[config.mk]
export PLATFORM = sky130hd
export DESIGN_NAME = register_status_table
export DESIGN_NICKNAME = d
export VERILOG_FILES = /design/src/rtl/register_status_table.sv
export SDC_FILE = /design/constraint.sdc
export NUM_CORES = 1
export LEC_CHECK = 0
export ABC_AREA = 1
export BUFFER_PORTS_ARGS = -buffer_cell sky130_fd_sc_hd__buf_2
export CORE_MARGIN = 4
export CORE_UTILIZATION = 40
export DETAILED_ROUTE_END_ITERATION = 10
export PLACE_DENSITY_LB_ADDON = 0.1
export SKIP_CTS_REPAIR_TIMING = 1
export SLEW_MARGIN = 0
export SYNTH_ARGS = -nofsm -noshare
export SYNTH_HDL_FRONTEND = slang
export SYNTH_SLANG_ARGS = --single-unit
[constraint.sdc]
create_clock -name clock -period 18.6 [get_ports clock]
set_input_delay 1.86 -clock clock [delete_from_list [all_inputs] [get_ports clock]]
set_output_delay 1.86 -clock clock [all_outputs]
set_load 0.02 [all_outputs]
[src/rtl/register_status_table.sv]
// rtl/register_status_table.sv - Tomasulo register result-status table
// Tracks the pending producer tag per architectural register; queries bypass the write bus.
module register_status_table #(
  parameter int RegCount    = 16,
  parameter int RegSelWidth = 4,
  parameter int TagWidth    = 8
) (
  input  logic                   clock,
  input  logic                   reset,
  input  logic [RegSelWidth-1:0] in_LeftQueryRegister,
  output logic                   out_LeftReadBusOpen,
  output logic [TagWidth-1:0]    out_LeftComponentEntry,
  input  logic [RegSelWidth-1:0] in_RightQueryRegister,
  output logic                   out_RightReadBusOpen,
  output logic [TagWidth-1:0]    out_RightComponentEntry,
  input  logic                   in_AllocEnable,
  input  logic [RegSelWidth-1:0] in_AllocRegister,
  input  logic [TagWidth-1:0]    in_AllocTag,
  input  logic                   in_WriteEnable,
  input  logic [RegSelWidth-1:0] in_WriteRegister,
  input  logic [TagWidth-1:0]    in_WriteTag,
  input  logic                   in_Flush,
  output logic [RegSelWidth:0]   out_PendingCount
);

  localparam logic [RegSelWidth:0] CntOne = 1;

  logic [RegCount-1:0] valid_q, valid_d;
  logic [TagWidth-1:0] tag_q [RegCount];
  logic [TagWidth-1:0] tag_d [RegCount];
  logic [RegSelWidth:0] count_q, count_d;

  logic write_hit;

  // A broadcast retires a record only if it still names the youngest producer.
  assign write_hit = in_WriteEnable && valid_q[in_WriteRegister] &&
                     (tag_q[in_WriteRegister] == in_WriteTag);

  always_comb begin
    valid_d = valid_q;
    tag_d   = tag_q;
    if (write_hit) begin
      valid_d[in_WriteRegister] = 1'b0;
      tag_d[in_WriteRegister]   = '0;
    end
    // Alloc is applied after retire so a same-register collision leaves the new producer.
    if (in_AllocEnable) begin
      valid_d[in_AllocRegister] = 1'b1;
      tag_d[in_AllocRegister]   = in_AllocTag;
    end
    if (in_Flush) begin
      valid_d = '0;
      for (int i = 0; i < RegCount; i++) begin
        tag_d[i] = '0;
      end
    end
  end

  always_comb begin
    count_d = '0;
    for (int i = 0; i < RegCount; i++) begin
      if (valid_d[i]) begin
        count_d = count_d + CntOne;
      end
    end
  end

  always_ff @(posedge clock or negedge reset) begin
    if (!reset) begin
      valid_q <= '0;
      count_q <= '0;
      for (int i = 0; i < RegCount; i++) begin
        tag_q[i] <= '0;
      end
    end else begin
      valid_q <= valid_d;
      count_q <= count_d;
      for (int i = 0; i < RegCount; i++) begin
        tag_q[i] <= tag_d[i];
      end
    end
  end

  logic left_bypass, right_bypass;

  // Sources see state before this cycle's alloc, plus the completing write on the bus.
  assign left_bypass  = in_WriteEnable && (in_WriteRegister == in_LeftQueryRegister) &&
                        (in_WriteTag == tag_q[in_LeftQueryRegister]);
  assign right_bypass = in_WriteEnable && (in_WriteRegister == in_RightQueryRegister) &&
                        (in_WriteTag == tag_q[in_RightQueryRegister]);

  always_comb begin
    out_LeftReadBusOpen     = !valid_q[in_LeftQueryRegister] || left_bypass;
    out_RightReadBusOpen    = !valid_q[in_RightQueryRegister] || right_bypass;
    out_LeftComponentEntry  = out_LeftReadBusOpen  ? '0 : tag_q[in_LeftQueryRegister];
    out_RightComponentEntry = out_RightReadBusOpen ? '0 : tag_q[in_RightQueryRegister];
  end

  assign out_PendingCount = count_q;

endmodule

==> impl_metrics.tcl <==
set metrics [dict create \
    synthCells 2094 \
    drv_slew 0 \
    grt_pass1_vias 13129 \
    ant_nets 0 \
    yosysSeqAreaShare_pct 29.5 \
    relSlewSlack_pct 21.7 \
    clkPwrFrac_pct 42.9 \
    fin_area_sq_um 13700 \
    grt_usage_pct 31.0 \
    fmax_mhz 86.4 \
    powerDensity_nw_per_um2 64.2 \
    syn_area_sq_um 12600 \
    synth_cell_types 41 \
    rsz0062_at_grt "no" \
    dp_hpwl_microns 37900 \
    ys_ff_latch 149 \
    cts_tree "yes" \
    drive_gt1_share_pct 7.45 \
    worstPathArrival_ns 11.91 \
    min_from "tag_q[38]" \
    path_clk_slew_ns 0.06 \
    hold_violations 0 \
    min-delay-path-class "register to register" \
    tns_ns 0 \
    cp-end-kind "register" \
    power.leakage_nw 6.46 \
    start_kind "input port" \
    gr-total-overflow 0 \
    layout_commonest_cell "nand2_1" \
    ys.flop_type "dfrtp_1" \
    crit_path_top_delay_cell "inv_2" \
    path_max_fanout 58 \
    dr.pass1.iters 6 \
    cts_buffers 17 \
    period_share_pct 62.2 \
    dp.cells 2458 \
    final_cells 2489 \
    die_w_microns 186 \
    switching_share_pct 32.1 \
    place_congestion 0.993 \
    synth_edf_count 0 \
    synth_fp_nets 2146 \
    cp.required_ns 18.94 \
    min_period_ns 11.57 \
    grt_max_degree 109 \
    diodes 0 \
    p_seq_share_pct 38.0 \
    worst_clock_skew_ns 0.0133 \
    power_frac_comb_pct 19.1 \
    vias_per_cell 5.88 \
    drt_wl_total_microns 54000 \
    drt_iter0_drc 2140 \
    row_count 64 \
    maxCapViolations 0 \
    fin_nets 2133 \
    die_area_sq_um 34500 \
    worstReg2RegStart "tag_q[80]" \
    syn_area_per_cell_sq_um 6.03 \
    final-setup-viol-count 0 \
    cts_buffer_depth 2 \
    power_uw 881 \
    p_int_uw 598 \
    crit_start "in_WriteRegister[0]" \
    critical_path.max_stage_delay_ns 0.67 \
    outcome "completed" \
    critPathKind "input port to register" \
    remaining_drc_errors 0 \
    post_drt_wl_per_cell_microns 21.7 \
    antenna_found_initial 0 \
    async_reset_ff_share_pct 100 \
    area_growth_pct 8.63 \
    port-buffer-count 59 \
    switchingPower_uw 283 \
    tightestPinTransition_ns 1.17 \
    vias 14625 \
    numClockSinks 149 \
    grt_pass1_wl_microns 80900 \
    peakVddDrop_v 0.0000624 \
    chipHeight_microns 186 \
    clock_latency_ns 0.45 \
    crit_top_cell "nand2_1" \
    num_io_pins 60 \
    layout_common_cells "691 x nand2_1, 245 x a21oi_1, 226 x nand3_1" \
    placed_area_sq_um 13100 \
    start_util_pct 40.9 \
    htree_levels 4 \
    coreArea_sq_um 30800 \
    yosysWarnings 0 \
    cts_root_buffer "clkbuf_16" \
]
sequential cells by signal (all words and copies together) (netlist names):
name / cells
tag_q: 128
valid_q: 16
out_PendingCount: 5
Yosys cell counts, types with 2 or more instances:
cell type / number / area, sq um
nand2_1: 691 / 2590
a21oi_1: 245 / 1230
nand3_1: 226 / 1130
o21ai_0: 186 / 931
inv_1: 179 / 672
dfrtp_1: 149 / 3730
nor2_1: 110 / 413
clkbuf_1: 78 / 293
o221ai_1: 25 / 219
o211ai_1: 21 / 158
clkinv_1: 20 / 75.1
nand2_2: 17 / 106
ha_1: 15 / 188
o21ai_1: 15 / 75.1
buf_1: 13 / 48.8
xor2_1: 12 / 105
buf_2: 10 / 50.1
o22ai_1: 10 / 62.6
or2_2: 8 / 50.1
nand4_1: 7 / 43.8
nor3_1: 7 / 35.0
inv_2: 6 / 22.5
nand3b_1: 6 / 45.0
nor2_2: 6 / 37.5
buf_4: 5 / 37.5
buf_6: 5 / 56.3
a221oi_1: 3 / 26.3
nand2_4: 3 / 33.8
nand3_2: 2 / 20.0
nor2_4: 2 / 22.5
xnor2_1: 2 / 17.5
path summary, 6_finish.rpt:
path / to / slack, ns / cells past startpoint
max in group asynchronous: tag_q[8] / 15.40 / 3
worst min-delay path: tag_q[38] / 0.55 / 2
worst min register to register: tag_q[38] / 0.55 / 2
worst max register to register: out_PendingCount[4] / 9.50 / 58
min in group asynchronous: tag_q[79] / 1.30 / 1
worst max-delay path: out_PendingCount[4] / 7.03 / 62
worst max-delay path: cells and delay by family:
kind,cells,cell delay [ns]
AO/OA/AOI/OAI,9,1.65
adder cells (fa/ha/maj),8,2.11
buffers and inverters,9,1.70
XOR/XNOR,2,0.29
AND/OR/NAND/NOR,34,4.16
power groups by stage:
stage / Sequential [mW] / Combinational, mW / Clock (mW)
global route: 0.335 / 0.184 / 0.394
detailed placement: 0.341 / 0.164 / 0
floorplan: 0.339 / 0.105 / 0
global placement: 0.341 / 0.162 / 0
CTS: 0.335 / 0.164 / 0.380
finish: 0.335 / 0.168 / 0.378
metal layers:
metal  GRT usage [%]  up-vias  wire [microns]
li1                -     6889               -
met1            44.2     6839           23200
met2            46.7      799           23500
met3            5.26       96            5090
met4            12.3        2            2070
met5            1.86        -              73
stage by stage:
step	setup WS [ns]	hold WS (ns)	utilization [%]
3_5_place_dp	6.69	0.542	42.5
4_1_cts	7.13	0.550	44.5
3_3_place_gp	7.00	0.536	42.5
5_1_grt	6.04	0.566	44.5
6_report	7.03	0.549	44.5
2_1_floorplan	8.96	0.525	-
logic make-up (layout without fill, tap and decap cells):
| group | count (synthesis) | in the layout | share of synthesized area, % |
|---|---|---|---|
| AOI/OAI and AO/OA | 511 | 511 | 21.8 |
| xor gates and xnor gates | 14 | 14 | 0.972 |
| DFF | 149 | 149 | 29.5 |
| buffers and inverters | 316 | 315 | 9.94 |
| and+or+nand+nor | 1088 | 1088 | 36.2 |
| adders and majority gates | 15 | 15 | 1.49 |
| muxes | 1 | 1 | 0.0793 |
cell type report:
class                   instances  area [sq um]
fillers                      3364         17100
multi-input cells            1629          7640
flip-flops and latches        149          3730
inverters                     205           769
well taps                     396           495
repair buffers                 79           457
clock buffers                  19           443
clock inverters                12           180
Power figures use the tool's default switching activity.
